`src/rtl/naval_pkg.sv`:
```
// naval_pkg: shared state, result and digit-index definitions for the naval board controller
package naval_pkg;
  typedef enum logic [1:0] {IDLE = 2'd0, PLAY = 2'd1, OVER = 2'd2} state_t;
  typedef enum logic [1:0] {MISS = 2'd0, HIT = 2'd1, REPEAT = 2'd2, INVALID = 2'd3} result_t;
  localparam logic [1:0] DIG_STATE  = 2'd0;
  localparam logic [1:0] DIG_RESULT = 2'd1;
  localparam logic [1:0] DIG_COL    = 2'd2;
  localparam logic [1:0] DIG_ROW    = 2'd3;
endpackage

```
`src/rtl/naval_board_ctrl_if.sv`:
```
// naval_board_ctrl_if: game controls in, LED matrix / 7-seg / score out
interface naval_board_ctrl_if #(
  parameter int ROWS  = 7,
  parameter int COLS  = 5,
  parameter int CNT_W = 6
);
  logic                 load;
  logic [ROWS*COLS-1:0] ship_map;
  logic                 fire_btn;
  logic [2:0]           row_sel;
  logic [2:0]           col_sel;
  logic                 view_sel;
  logic [COLS-1:0]      m_col;
  logic [ROWS-1:0]      m_line;
  logic [3:0]           seg_val;
  logic [3:0]           seg_sel;
  logic [1:0]           result;
  logic [CNT_W-1:0]     shots;
  logic [CNT_W-1:0]     hits;
  logic                 game_over;
  modport master (
    output load, ship_map, fire_btn, row_sel, col_sel, view_sel,
    input  m_col, m_line, seg_val, seg_sel, result, shots, hits, game_over
  );
  modport slave (
    input  load, ship_map, fire_btn, row_sel, col_sel, view_sel,
    output m_col, m_line, seg_val, seg_sel, result, shots, hits, game_over
  );
endinterface

```
`src/rtl/naval_board_ctrl_btn_sync_edge.sv`:
```
// btn_sync_edge: 2-FF synchronizer followed by a one-cycle rising-edge pulse
module btn_sync_edge (
  input  logic clk,
  input  logic clr,
  input  logic d,
  output logic pulse
);
  logic [2:0] sh_q, sh_d;
  always_comb sh_d = {sh_q[1:0], d};
  always_ff @(posedge clk or negedge clr)
    if (!clr) sh_q <= '0;
    else      sh_q <= sh_d;
  assign pulse = sh_q[1] & ~sh_q[2];
endmodule

```
`src/rtl/naval_board_ctrl.sv`:
```
// naval_board_ctrl: ship/shot maps, fire resolution, scoring and LED/7-seg multiplexing
module naval_board_ctrl
  import naval_pkg::*;
#(
  parameter int ROWS    = 7,
  parameter int COLS    = 5,
  parameter int DIV_W   = 20,
  parameter int BLINK_W = 3,
  parameter int CNT_W   = 6
) (
  input logic clk,
  input logic clr,
  naval_board_ctrl_if.slave bus
);
  localparam int N     = ROWS * COLS;
  localparam int TOT_W = $clog2(N + 1);
  localparam int MW    = CNT_W > TOT_W ? CNT_W : TOT_W;
  localparam int CI_W  = COLS > 1 ? $clog2(COLS) : 1;
  localparam int BW    = BLINK_W + 1;

  state_t            state_q, state_d;
  result_t           result_q, result_d;
  logic [N-1:0]      ship_q, ship_d, shot_q, shot_d, sel;
  logic [TOT_W-1:0]  total_q, total_d, pop;
  logic [CNT_W-1:0]  shots_q, shots_d, hits_q, hits_d;
  logic [DIV_W-1:0]  pre_q, pre_d;
  logic [CI_W-1:0]   col_q, col_d;
  logic [1:0]        dig_q, dig_d;
  logic [BW-1:0]     bl_q, bl_d;
  logic [COLS-1:0]   m_col_q, m_col_d;
  logic [ROWS-1:0]   m_line_q, m_line_d;
  logic [3:0]        seg_val_q, seg_val_d, seg_sel_q, seg_sel_d;
  logic              over_q, over_d, fire, tick, attack, ship_hit;

  btn_sync_edge u_fire (.clk(clk), .clr(clr), .d(bus.fire_btn), .pulse(fire));

  always_comb begin
    state_d  = state_q;
    result_d = result_q;
    ship_d   = ship_q;
    shot_d   = shot_q;
    total_d  = total_q;
    shots_d  = shots_q;
    hits_d   = hits_q;
    sel      = '0;
    pop      = '0;
    for (int r = 0; r < ROWS; r++)
      for (int c = 0; c < COLS; c++)
        sel[r*COLS+c] = bus.row_sel == 3'(r) && bus.col_sel == 3'(c);
    for (int i = 0; i < N; i++)
      pop = pop + TOT_W'(bus.ship_map[i]);
    ship_hit = |(sel & ship_q);
    // load always wins over a coincident fire event
    if (bus.load && |bus.ship_map) begin
      state_d  = PLAY;
      result_d = MISS;
      ship_d   = bus.ship_map;
      shot_d   = '0;
      total_d  = pop;
      shots_d  = '0;
      hits_d   = '0;
    end else if (state_q == PLAY) begin
      if (MW'(hits_q) == MW'(total_q)) state_d = OVER;
      if (fire) begin
        if (!(|sel))                result_d = INVALID;
        else if (|(sel & shot_q))   result_d = REPEAT;
        else begin
          shot_d   = shot_q | sel;
          shots_d  = &shots_q ? shots_q : shots_q + CNT_W'(1);
          hits_d   = ship_hit && !(&hits_q) ? hits_q + CNT_W'(1) : hits_q;
          result_d = ship_hit ? HIT : MISS;
        end
      end
    end
    over_d = state_d == OVER;
  end

  always_comb begin
    tick      = &pre_q;
    pre_d     = pre_q + DIV_W'(1);
    col_d     = tick ? (col_q == CI_W'(COLS - 1) ? '0 : col_q + CI_W'(1)) : col_q;
    dig_d     = tick ? dig_q + 2'd1 : dig_q;
    bl_d      = tick ? bl_q + BW'(1) : bl_q;
    attack    = bus.view_sel | over_q;
    m_col_d   = '0;
    m_line_d  = '0;
    for (int c = 0; c < COLS; c++)
      if (col_q == CI_W'(c)) begin
        m_col_d[c] = 1'b1;
        for (int r = 0; r < ROWS; r++)
          m_line_d[r] = state_q == IDLE ? 1'b0 :
                        attack ? shot_q[r*COLS+c] & (ship_q[r*COLS+c] | bl_q[BW-1]) :
                        ship_q[r*COLS+c];
      end
    seg_val_d = dig_q == DIG_STATE  ? 4'(state_q)  :
                dig_q == DIG_RESULT ? 4'(result_q) :
                dig_q == DIG_COL    ? {1'b0, bus.col_sel} : {1'b0, bus.row_sel};
    seg_sel_d = 4'b0001 << dig_q;
  end

  always_ff @(posedge clk or negedge clr)
    if (!clr) begin
      state_q   <= IDLE;
      result_q  <= MISS;
      ship_q    <= '0;
      shot_q    <= '0;
      total_q   <= '0;
      shots_q   <= '0;
      hits_q    <= '0;
      over_q    <= 1'b0;
      pre_q     <= '0;
      col_q     <= '0;
      dig_q     <= '0;
      bl_q      <= '0;
      m_col_q   <= COLS'(1);
      m_line_q  <= '0;
      seg_val_q <= '0;
      seg_sel_q <= 4'b0001;
    end else begin
      state_q   <= state_d;
      result_q  <= result_d;
      ship_q    <= ship_d;
      shot_q    <= shot_d;
      total_q   <= total_d;
      shots_q   <= shots_d;
      hits_q    <= hits_d;
      over_q    <= over_d;
      pre_q     <= pre_d;
      col_q     <= col_d;
      dig_q     <= dig_d;
      bl_q      <= bl_d;
      m_col_q   <= m_col_d;
      m_line_q  <= m_line_d;
      seg_val_q <= seg_val_d;
      seg_sel_q <= seg_sel_d;
    end

  assign bus.m_col     = m_col_q;
  assign bus.m_line    = m_line_q;
  assign bus.seg_val   = seg_val_q;
  assign bus.seg_sel   = seg_sel_q;
  assign bus.result    = result_q;
  assign bus.shots     = shots_q;
  assign bus.hits      = hits_q;
  assign bus.game_over = over_q;
endmodule

```
`src/flat_wrapper.sv`:
```
// flat-port wrapper written by rule: the top's interface ports become plain ports
module naval_board_ctrl_flat import naval_pkg::*;
#(
  parameter int ROWS    = 7,
  parameter int COLS    = 5,
  parameter int DIV_W   = 20,
  parameter int BLINK_W = 3,
  parameter int CNT_W   = 6
)
  (clk, clr, bus_load, bus_ship_map, bus_fire_btn, bus_row_sel, bus_col_sel, bus_view_sel, bus_m_col, bus_m_line, bus_seg_val, bus_seg_sel, bus_result, bus_shots, bus_hits, bus_game_over);
  naval_board_ctrl_if #(.ROWS(ROWS), .COLS(COLS), .CNT_W(CNT_W)) bus_i ();
  input logic clk;
  input logic clr;
  input wire logic [$bits(bus_i.load)-1:0] bus_load;
  input wire logic [$bits(bus_i.ship_map)-1:0] bus_ship_map;
  input wire logic [$bits(bus_i.fire_btn)-1:0] bus_fire_btn;
  input wire logic [$bits(bus_i.row_sel)-1:0] bus_row_sel;
  input wire logic [$bits(bus_i.col_sel)-1:0] bus_col_sel;
  input wire logic [$bits(bus_i.view_sel)-1:0] bus_view_sel;
  output wire logic [$bits(bus_i.m_col)-1:0] bus_m_col;
  output wire logic [$bits(bus_i.m_line)-1:0] bus_m_line;
  output wire logic [$bits(bus_i.seg_val)-1:0] bus_seg_val;
  output wire logic [$bits(bus_i.seg_sel)-1:0] bus_seg_sel;
  output wire logic [$bits(bus_i.result)-1:0] bus_result;
  output wire logic [$bits(bus_i.shots)-1:0] bus_shots;
  output wire logic [$bits(bus_i.hits)-1:0] bus_hits;
  output wire logic [$bits(bus_i.game_over)-1:0] bus_game_over;
  assign bus_i.load = bus_load;
  assign bus_i.ship_map = bus_ship_map;
  assign bus_i.fire_btn = bus_fire_btn;
  assign bus_i.row_sel = bus_row_sel;
  assign bus_i.col_sel = bus_col_sel;
  assign bus_i.view_sel = bus_view_sel;
  assign bus_m_col = bus_i.m_col;
  assign bus_m_line = bus_i.m_line;
  assign bus_seg_val = bus_i.seg_val;
  assign bus_seg_sel = bus_i.seg_sel;
  assign bus_result = bus_i.result;
  assign bus_shots = bus_i.shots;
  assign bus_hits = bus_i.hits;
  assign bus_game_over = bus_i.game_over;
  naval_board_ctrl #(.ROWS(ROWS), .COLS(COLS), .DIV_W(DIV_W), .BLINK_W(BLINK_W), .CNT_W(CNT_W)) u_core (.clk(clk), .clr(clr), .bus(bus_i));
endmodule
```
`config.mk`:
```
export PLATFORM = sky130hd
export DESIGN_NAME = naval_board_ctrl_flat
export DESIGN_NICKNAME = d
export VERILOG_FILES = /design/src/rtl/naval_pkg.sv /design/src/rtl/naval_board_ctrl_if.sv /design/src/rtl/naval_board_ctrl_btn_sync_edge.sv /design/src/rtl/naval_board_ctrl.sv /design/src/flat_wrapper.sv
export SDC_FILE = /design/constraint.sdc
export NUM_CORES = 1
export LEC_CHECK = 0
export ABC_AREA = 1
export CAP_MARGIN = 0
export CORE_ASPECT_RATIO = 0.9
export CORE_UTILIZATION = 58
export DETAILED_ROUTE_END_ITERATION = 8
export PLACE_DENSITY = 0.86
export SYNTH_ARGS = -nofsm -noshare
export SYNTH_HDL_FRONTEND = slang
export SYNTH_HIERARCHICAL = 1
export SYNTH_SLANG_ARGS = --single-unit
```
`constraint.sdc`:
```
create_clock -name clk -period 2.5 [get_ports clk]
set_clock_uncertainty 0.05 [all_clocks]
set_input_delay 0.25 -clock clk [delete_from_list [all_inputs] [get_ports clk]]
set_output_delay 0.25 -clock clk [all_outputs]
set_load 0.01 [all_outputs]
```
==> results.sh <==
export IMPL_ys_flop_type="dfrtp_1"
export IMPL_clock_root_buffer="clkbuf_16"
export IMPL_io_buffers=79
export IMPL_path_class="input pin to flip-flop"
export IMPL_cp_arrival_ps=4620
export IMPL_area_delta_synth_final_pct=30.4
export IMPL_violations="negative setup slack"
export IMPL_syn_inst=1032
export IMPL_p_leak_nw=5.27
export IMPL_totalNegativeSetupSlack_ps=-9920
export IMPL_initial_core_util_pct=59.6
export IMPL_cts_tree="done"
export IMPL_met1_usage_pct=43.1
export IMPL_vias=8113
export IMPL_antenna_found_initial=0
export IMPL_clk_pin_slew_ps=60
export IMPL_cts_made_buffers=17
export IMPL_dieArea_sq_mm=0.0149
export IMPL_final_area_sq_mm=0.0109
export IMPL_sequentialPowerShare_pct=31.8
export IMPL_async_flop_share_pct=100
export IMPL_post_dp_cell_area_sq_mm=0.0102
export IMPL_syn_nets=1126
export IMPL_synth_fa_ha_area_share_pct=9.59
export IMPL_synth_top_family_by_area="simple AND/OR/NAND/NOR gates"
export IMPL_die_width_um=129
export IMPL_setup_violations=6
export IMPL_met2_usage_pct=57.4
export IMPL_synth_simple_area_share_pct=23.0
export IMPL_layout_drive_gt1_share_pct=19.0
export IMPL_tightest_slew_ps=826
export IMPL_grt_pass1_vias=8104
export IMPL_max_freq_mhz=230
export IMPL_maxCapViolCount=0
export IMPL_powerDensity_mw_per_mm2=762
export IMPL_ir_drop_mv=1.25
export IMPL_setup_slack_ps=-1850
export IMPL_synth_area_per_cell_sq_um=8.11
export IMPL_finalCritPeriodShare_pct=174
export IMPL_rows=41
export IMPL_cts_buffer_depth=2
export IMPL_drtIter0Drc=968
export IMPL_start_kind="input pin"
export IMPL_cts_sinks=144
export IMPL_synth_seq_area_share_pct=43.1
export IMPL_grt_total_usage_pct=35.5
export IMPL_internal_power_w=0.00550
export IMPL_worstSkewPairLatency_ps=430
export IMPL_use_met3_pct=9.23
export IMPL_ys_seq_elements=144
export IMPL_grt_pass1_wl_mm=39.7
export IMPL_pin_count=81
export IMPL_synth_cell_types=42
export IMPL_path_max_fanout=2
export IMPL_ant_nets=0
export IMPL_synth_compound_area_share_pct=11.5
export IMPL_grt_setup_unrepaired="yes"
export IMPL_required_ps=2770
export IMPL_detail_route_vias_per_cell=5.65
export IMPL_synth_edf_count=0
export IMPL_antenna_diode_count=0
export IMPL_top_usage_layer="met2"
export IMPL_p_sw_share_pct=33.9
export IMPL_wl_mm=25.0
export IMPL_synthMuxAreaShare_pct=0.134
export IMPL_period_needed_ps=4350
export IMPL_htreeDepth=4
export IMPL_nNetsFinal=1324
export IMPL_yosys_warnings=6
export IMPL_place_gp_congestion=0.940
export IMPL_dp_cells=1391
export IMPL_wl_per_cell_um=17.4
export IMPL_synth_area_sq_mm=0.00837
export IMPL_die_h_um=116
export IMPL_combPwrFrac_pct=37.7
export IMPL_drc_errors=0
export IMPL_hold_worst_slack_ps=101
export IMPL_dr_pass1_iters=8
export IMPL_core_sq_mm=0.0141
export IMPL_slew_viol_final=0
export IMPL_p_sw_w=0.00282
export IMPL_synth_xor_area_share_pct=3.14
export IMPL_clkPwrFrac_pct=30.4
export IMPL_hold_class="input pin to flip-flop"
export IMPL_status="finished with violations"
export IMPL_grt_max_degree=145
export IMPL_crit_path_end_kind="flip-flop"
export IMPL_relSlewSlack_pct=44.9
export IMPL_grt_overflow=0
export IMPL_fin_cells=1435
export IMPL_dp_hpwl_mm=17.6
export IMPL_hold_violations=0
==> cells by family after synthesis <==
logic type	Yosys count
buf+inv	197
simple gates	449
xor+xnor	30
fa+ha+maj	48
other cells	1
mux	1
flops	144
compound gates	162
==> sequential cells by signal, summed over array words and instances (netlist names) <==
signal and count:
u_core/bus.seg_val 3, u_core/state_q 2, u_core/shot_q 35, u_core/total_q 6, u_core/pre_q 20, u_core/u_fire/sh_q 3, u_core/bus.hits 6, u_core/dig_q 2
u_core/bus.shots 6, u_core/bus.m_line 7, u_core/bl_q 4, u_core/ship_q 35, u_core/bus.m_col 5, u_core/col_q 3, u_core/bus.seg_sel 4, u_core/bus.result 2
u_core/bus.game_over 1
==> per-stage QoR <==
| step | setup WS, ps | utilization, % | power, W |
|---|---|---|---|
| floorplan | -1970 | - | 0.00440 |
| global placement | -2670 | 72.9 | 0.00526 |
| detailed placement | -2800 | 72.9 | 0.00546 |
| CTS | -1920 | 77.4 | 0.00803 |
| global route | -1940 | 77.7 | 0.00881 |
| finish | -1850 | 77.7 | 0.00832 |
==> path summary, 6_finish.rpt <==
| path | slack, ps | endpoint | cells after the start | start |
|---|---|---|---|---|
| worst max-delay path | -1850 | u_core/total_q[4] | 13 | bus_ship_map[21] |
| worst min-delay path | 100 | u_core/ship_q[21] | 4 | bus_ship_map[21] |
| worst max register to register | 80 | u_core/bl_q[3] | 8 | u_core/pre_q[1] |
| worst min register to register | 300 | u_core/u_fire/sh_q[1] | 0 | u_core/u_fire/sh_q[0] |
| max in group asynchronous | 1340 | u_core/shot_q[19] | 3 | clr |
| min in group asynchronous | 380 | u_core/bus.seg_sel[2] | 3 | clr |
==> synth_stat cells, types with 7 or more instances <==
| cell type | count | area (sq um) |
|---|---|---|
| xor2_1 | 21 | 184 |
| xnor2_1 | 9 | 78.8 |
| nor2_2 | 7 | 43.8 |
| o31ai_1 | 7 | 52.6 |
| nand2_1 | 218 | 818 |
| dfrtp_1 | 142 | 3550 |
| o221ai_1 | 22 | 193 |
| ha_1 | 21 | 263 |
| clkbuf_1 | 17 | 63.8 |
| fa_1 | 27 | 541 |
| nor3_1 | 14 | 70.1 |
| nand3_1 | 75 | 375 |
| inv_1 | 160 | 601 |
| o22ai_1 | 9 | 56.3 |
| nand4_1 | 10 | 62.6 |
| o21ai_0 | 46 | 230 |
| a21oi_1 | 62 | 310 |
| nor2_1 | 109 | 409 |
==> cell type report <==
cell class                      instances  area [sq um]
Clock buffer                           17           425
Clock inverter                         14           156
Fill cell                             950          3140
Inverter                              165           632
Multi-Input combinational cell        691          4040
Sequential cell                       144          3610
Tap cell                              193           241
Timing Repair Buffer                  211          1810
==> worst max-delay path: stages <==
cell	delay, ps
buf_6	100
fa_1	540
inv_2	40
fa_2	540
fa_1	460
fa_1	500
fa_1	540
fa_1	450
fa_2	390
fa_2	360
o21a_1	200
xnor2_1	150
o21ai_1	90
==> metal layers <==
layer	routed length, um	vias up	share of wire (%)
li1	-	3701	-
met1	9550	3791	38
met2	11800	507	47
met3	2520	114	10
met4	1160	0	4.6
met5	0	-	0
==> cell usage in the layout (no fill, tap or decap), types with 14 or more instances in the layout <==
master,netlist,final
nand2_1,218,218
dfrtp_1,142,142
inv_1,160,141
buf_4,5,125
nor2_1,109,104
nand3_1,75,73
clkdlybuf4s50_1,0,63
a21oi_1,62,62
o21ai_0,46,40
o221ai_1,22,22
fa_1,27,22
inv_2,3,21
xor2_1,21,21
ha_1,21,20
clkbuf_16,0,17
nor3_1,14,14
==> timing repair <==
item,CTS,global route
buffers inserted,7,5
pin swaps,19,31
endpoints found under the hold margin,142,0
resized for setup,58,29
gates cloned,0,0
hold buffers,1,0
endpoints found under the setup margin,7,13
==> power by group through the flow <==
| stage | logic [W] | registers (W) | clock network [W] |
|---|---|---|---|
| 6_report | 0.00314 | 0.00265 | 0.00253 |
| 5_1_grt | 0.00350 | 0.00266 | 0.00266 |
| 4_1_cts | 0.00284 | 0.00263 | 0.00256 |
| 3_5_place_dp | 0.00279 | 0.00267 | 0 |
| 3_3_place_gp | 0.00259 | 0.00266 | 0 |
| 2_1_floorplan | 0.00176 | 0.00264 | 0 |
(Power assumes the default switching activity.)
